<file path="src/rtl/vscale_wb_htif_bridge.sv">
// Wishbone B3 classic slave that issues one HTIF PCR read/write at a time into the vscale CSR file.
// Latency: wb_ack_o one cycle after cyc&stb (one wait state); PCR request presented the cycle after the go write.
// Backpressure: req_valid is held until req_ready; each PCR phase aborts after TIMEOUT_CYCLES with timeout+done.
//
// Ports:
//   clk, reset                 clock, synchronous active-high reset
//   wb_*                       Wishbone slave (word offsets from wb_adr_i[4:2])
//   irq_o                      level interrupt = done & irq_en
//   htif_reset                 reset delayed by one register stage
//   htif_pcr_req_* / resp_*    PCR request/response handshake towards the CSR file
module vscale_wb_htif_bridge #(
  parameter int CSR_ADDR_WIDTH = 12,
  parameter int HTIF_PCR_WIDTH = 64,   // must be 64: mapped onto the LO/HI word pairs
  parameter int TIMEOUT_CYCLES = 1024
) (
  input  logic                      clk,
  input  logic                      reset,
  input  logic [7:0]                wb_adr_i,
  input  logic [31:0]               wb_dat_i,
  output logic [31:0]               wb_dat_o,
  input  logic                      wb_we_i,
  input  logic [3:0]                wb_sel_i,
  input  logic                      wb_cyc_i,
  input  logic                      wb_stb_i,
  output logic                      wb_ack_o,
  output logic                      irq_o,
  output logic                      htif_reset,
  output logic                      htif_pcr_req_valid,
  input  logic                      htif_pcr_req_ready,
  output logic                      htif_pcr_req_rw,
  output logic [CSR_ADDR_WIDTH-1:0] htif_pcr_req_addr,
  output logic [HTIF_PCR_WIDTH-1:0] htif_pcr_req_data,
  input  logic                      htif_pcr_resp_valid,
  output logic                      htif_pcr_resp_ready,
  input  logic [HTIF_PCR_WIDTH-1:0] htif_pcr_resp_data
);

  typedef enum logic [1:0] {S_IDLE, S_REQ, S_RESP} state_t;

  localparam logic [15:0] CNT_LAST = 16'(TIMEOUT_CYCLES - 1);

  state_t                    state;
  logic [CSR_ADDR_WIDTH-1:0] addr_q;
  logic [31:0]               wdata_lo, wdata_hi, rdata_lo, rdata_hi;
  logic                      rw_q, irq_en_q, done_q, timeout_q;
  logic [15:0]               cnt;

  logic        wb_req, wr_fire, wr_ctrl, go, clr_done, busy, cnt_hit;
  logic [2:0]  reg_sel;
  logic [15:0] cnt_inc;
  logic [31:0] rd_mux;
  logic        unused_ok;

  // Byte lanes and the address bits outside [4:2] carry no meaning here.
  assign unused_ok = ^{wb_sel_i, wb_adr_i[7:5], wb_adr_i[1:0]};

  assign wb_req   = wb_cyc_i & wb_stb_i;
  assign reg_sel  = wb_adr_i[4:2];
  // Writes take effect on the edge that closes the ack cycle.
  assign wr_fire  = wb_req & wb_ack_o & wb_we_i;
  assign wr_ctrl  = wr_fire & (reg_sel == 3'd3);
  assign go       = wr_ctrl & wb_dat_i[0];
  assign clr_done = wr_ctrl & wb_dat_i[3];
  assign busy     = (state != S_IDLE);
  assign cnt_hit  = (cnt == CNT_LAST);
  assign cnt_inc  = (cnt == 16'hFFFF) ? cnt : cnt + 16'd1;

  // Request fields come straight from registers that are frozen while busy,
  // so they cannot change while req_valid is up.
  assign htif_pcr_req_rw   = rw_q;
  assign htif_pcr_req_addr = addr_q;
  assign htif_pcr_req_data = {wdata_hi, wdata_lo};
  assign irq_o             = done_q & irq_en_q;

  always_comb begin
    rd_mux = 32'd0;
    case (reg_sel)
      3'd0: rd_mux = 32'(addr_q);
      3'd1: rd_mux = wdata_lo;
      3'd2: rd_mux = wdata_hi;
      3'd3: rd_mux = {27'd0, rw_q, timeout_q, irq_en_q, done_q, busy};
      3'd4: rd_mux = rdata_lo;
      3'd5: rd_mux = rdata_hi;
      default: rd_mux = 32'd0;
    endcase
  end

  always_ff @(posedge clk) begin
    htif_reset <= reset;
  end

  always_ff @(posedge clk) begin
    if (reset) begin
      state               <= S_IDLE;
      wb_ack_o            <= 1'b0;
      wb_dat_o            <= 32'd0;
      addr_q              <= '0;
      wdata_lo            <= 32'd0;
      wdata_hi            <= 32'd0;
      rdata_lo            <= 32'd0;
      rdata_hi            <= 32'd0;
      rw_q                <= 1'b0;
      irq_en_q            <= 1'b0;
      done_q              <= 1'b0;
      timeout_q           <= 1'b0;
      cnt                 <= 16'd0;
      htif_pcr_req_valid  <= 1'b0;
      htif_pcr_resp_ready <= 1'b0;
    end else begin
      wb_ack_o <= wb_req & ~wb_ack_o;
      if (wb_req & ~wb_ack_o) wb_dat_o <= rd_mux;

      if (wr_fire && !busy) begin
        case (reg_sel)
          3'd0: addr_q   <= wb_dat_i[CSR_ADDR_WIDTH-1:0];
          3'd1: wdata_lo <= wb_dat_i;
          3'd2: wdata_hi <= wb_dat_i;
          default: ;
        endcase
      end

      if (wr_ctrl)  irq_en_q <= wb_dat_i[2];
      // Completion below is assigned later, so a same-cycle set beats clr_done.
      if (clr_done) done_q <= 1'b0;

      case (state)
        S_IDLE: begin
          if (go) begin
            rw_q               <= wb_dat_i[1];
            done_q             <= 1'b0;
            timeout_q          <= 1'b0;
            cnt                <= 16'd0;
            htif_pcr_req_valid <= 1'b1;
            state              <= S_REQ;
          end
        end
        S_REQ: begin
          cnt <= cnt_inc;
          if (htif_pcr_req_ready) begin
            cnt                 <= 16'd0;
            htif_pcr_req_valid  <= 1'b0;
            htif_pcr_resp_ready <= 1'b1;
            state               <= S_RESP;
          end else if (cnt_hit) begin
            htif_pcr_req_valid <= 1'b0;
            timeout_q          <= 1'b1;
            done_q             <= 1'b1;
            state              <= S_IDLE;
          end
        end
        S_RESP: begin
          cnt <= cnt_inc;
          if (htif_pcr_resp_valid) begin
            rdata_lo            <= htif_pcr_resp_data[31:0];
            rdata_hi            <= htif_pcr_resp_data[63:32];
            htif_pcr_resp_ready <= 1'b0;
            done_q              <= 1'b1;
            state               <= S_IDLE;
          end else if (cnt_hit) begin
            htif_pcr_resp_ready <= 1'b0;
            timeout_q           <= 1'b1;
            done_q              <= 1'b1;
            state               <= S_IDLE;
          end
        end
        default: state <= S_IDLE;
      endcase
    end
  end

endmodule

</file>
<file path="config.mk">
export PLATFORM = sky130hd
export DESIGN_NAME = vscale_wb_htif_bridge
export DESIGN_NICKNAME = d
export VERILOG_FILES = /design/src/rtl/vscale_wb_htif_bridge.sv
export SDC_FILE = /design/constraint.sdc
export NUM_CORES = 1
export LEC_CHECK = 0
export BUFFER_PORTS_ARGS = -buffer_cell sky130_fd_sc_hd__buf_2
export CORE_ASPECT_RATIO = 1.5
export CORE_MARGIN = 2
export CORE_UTILIZATION = 33
export DETAILED_ROUTE_END_ITERATION = 8
export GPL_ROUTABILITY_DRIVEN = 0
export MAX_ROUTING_LAYER = met4
export PLACE_DENSITY_LB_ADDON = 0.2
export SYNTH_ARGS = -nofsm -noshare
export SYNTH_HDL_FRONTEND = slang
export SYNTH_SLANG_ARGS = --single-unit
</file>
<file path="constraint.sdc">
create_clock -name clk -period 2.2 [get_ports clk]
set_input_delay 0.22 -clock clk [delete_from_list [all_inputs] [get_ports clk]]
set_output_delay 0.22 -clock clk [all_outputs]
set_load 0.01 [all_outputs]
</file>
==> out/metrics.cfg <==
[routing]
dr.pass1.iters=5
first_iter_violations=437
vias=8139
remaining_drc_errors=0
finalWirelength_um=29700
via_per_inst=5.161
routedWlPerCell_um=18.83
postRouteAntennaNets=0

[sta]
clock_skew_ns=0.01452
finalHoldViolCount=0
setup_violations=0
relSlewSlack_pct=59.42
tightest_slew_ns=0.6087
maxSlewViolCount=0
rsz0062_at_grt=false
period_share_pct=89.79
finalSetupTns_ns=0
max_freq_mhz=506.2
whs_ns=0.01080
fin_ws_ns=0.2246
finalCriticalPeriod_ns=1.975

[job]
drv_cap=0

[cts]
clk_latency_ns=0.44
cts.clk_slew.worst_paths_ns=0.08
cts-root-buf=clkbuf_16
post_cts_buffers=0
htree_levels=4
cts_tree=built
clockBufferDepth=2
cts-resized-gates=0
clkSinkCount=198
cts_made_buffers=17

[die]
start_util_pct=33.34
ioPinCount=229
chipWidth_um=135.3
design.die.area_sq_um=27180
die_h_um=200.9
rows=72
core_sq_um=25580

[critical_path]
end_kind=flop
crit_type=reg -> reg
crit_chain=inv_1, ha_1, nor2b_1, o21a_1, buf_4, o311ai_0, mux2i_1
cp_slowest_cell=dfxtp_1
crit_path_max_fanout=15
start_kind=flop
critPathArrivalTime_ns=2.29
required_ns=2.51
critPathMaxStageDelay_ns=0.39

[final_layout]
drive_above_1_share_pct=25.20
fin_util_pct=41.94
nNetsFinal=1349
syn_to_final_growth_pct=25.77

[power]
net-switching-power_uw=1657
powerDensity_nw_per_um2=669.7
switching_share_pct=23.06
p_seq_share_pct=50.1
ir_drop_v=0.0004719
clockPowerShare_pct=45.0
power.internal_uw=5528
cellLeakagePower_uw=0.004178
p_comb_share_pct=4.9

[logic_synthesis]
synth_warnings=0
syn-cell-area_sq_um=8531
synth_top_area_cell=dfxtp_1
synthMostInstantiatedCell=nand2_1
synth_commonest_cells=nand2_1 (282), dfxtp_1 (198), a21oi_1 (163)
netlist_instances=1028
ys_ff_latch=198
synthArstFlopShare_pct=0
synth_nets=1148
synth_edf_count=0
ys.flop_type=dfxtp_1
postSynthAreaPerCell_sq_um=8.298
synth_top_area_share_pct=46.47
yosysUniqueCellTypes=64
ys_seq_area_share_pct=46.47
synth_area_leaders=dfxtp_1 (46%), nand2_1 (12%), a21oi_1 (9.6%)

[global_routing]
antenna_found_initial=2
track_usage_pct=22.24
grt_pass1_wl_um=44710
grt_pass1_vias=7817
grt_max_degree=92
overflow=0

[outcome]
status=finished clean

[placed_design]
port_buffers=219
post-place-ws_ns=0.2516
dp_hpwl_um=21350

[hold_path]
hp-class=in -> reg

## critical path, delay by kind of cell (launching register included)
kind / cells / cell delay [ns]
AND/OR/NAND/NOR: 1 / 0.23
flip-flops: 1 / 0.39
buffers and inverters: 2 / 0.28
multiplexers: 1 / 0.13
adder cells (fa/ha/maj): 1 / 0.26
AO/OA/AOI/OAI: 2 / 0.56
## cell type report
type | count | area, sq um
timing repair buffer | 262 | 1511
inverter | 14 | 52.55
multi-input combinational | 736 | 4177
clock buffer | 22 | 484.2
clock inverter | 10 | 118.9
fill | 2700 | 14860
tap | 333 | 416.7
antenna | 2 | 5.005
sequential | 198 | 3964
## path summary, 6_finish.rpt
| kind | from | to | slack [ns] | cells after the start |
|---|---|---|---|---|
| worst max register to register | state[1] | cnt[5] | 0.22 | 7 |
| worst min register to register | rdata_hi[6] | rdata_hi[6] | 0.45 | 2 |
| worst max-delay path | state[1] | cnt[5] | 0.22 | 7 |
| worst min-delay path | htif_pcr_resp_data[57] | rdata_hi[25] | 0.01 | 3 |
## power groups by stage
stage	logic [uW]	registers (uW)	clock network (uW)
after floorplan	146	3680	0
after detailed placement	345	3680	0
after CTS	355	3600	3290
after global routing	382	3600	3430
final	353	3600	3240
after global placement	345	3680	0
## stage by stage
step                      instances  power (uW)  instance area [sq um]
after CTS                      1575        7240                  10720
final                          1577        7185                  10730
after floorplan                1028        3829                   8531
after detailed placement       1537        4025                  10060
after global routing           1577        7406                  10730
after global placement         1537        4025                  10060
## sequential cells by signal, summed over array words and instances, names as in the netlist
name	cells
rdata_hi	32
irq_en_q	1
rdata_lo	32
wb_dat_o	32
htif_pcr_req_addr	12
cnt	16
htif_reset	1
htif_pcr_resp_ready	1
wdata_lo	32
state	2
wdata_hi	32
done_q	1
wb_ack_o	1
htif_pcr_req_rw	1
timeout_q	1
htif_pcr_req_valid	1
## metal layers
metal / part of all wire, % / track usage [%] / up-vias
li1: - / - / 4042
met1: 39 / 24.87 / 3838
met2: 52 / 38.22 / 229
met3: 6.4 / 5.530 / 30
met4: 2.8 / 7.887 / 0
met5: 0 / - / -
## logic make-up after synthesis
logic type / Yosys count / share of synthesized area (%)
simple gates: 384 / 20.45
mux: 34 / 4.356
buf+inv: 94 / 4.620
compound gates: 313 / 23.38
fa+ha+maj: 5 / 0.7334
flops: 198 / 46.47
## timing repair
| item | CTS | global route |
|---|---|---|
| hold buffers | 6 | 0 |
| endpoints found under the setup margin | 0 | 0 |
| endpoints found under the hold margin | 6 | 0 |
## cell usage in the layout, fill, tap and decap left out, types with 7 or more instances in the layout
cell type and instances:
nand2_1 281, buf_2 218, dfxtp_1 198, a21oi_1 163
a22oi_1 52, buf_4 32, mux2i_1 27, nor2_1 24
a21o_1 21, clkbuf_16 17, inv_1 14, o311ai_0 12
o21ai_0 11, and3_1 9, o31ai_1 9, nand3_1 8
nand4_1 8, nor4_1 8, o2bb2ai_1 7
(Power assumes the default switching activity.)
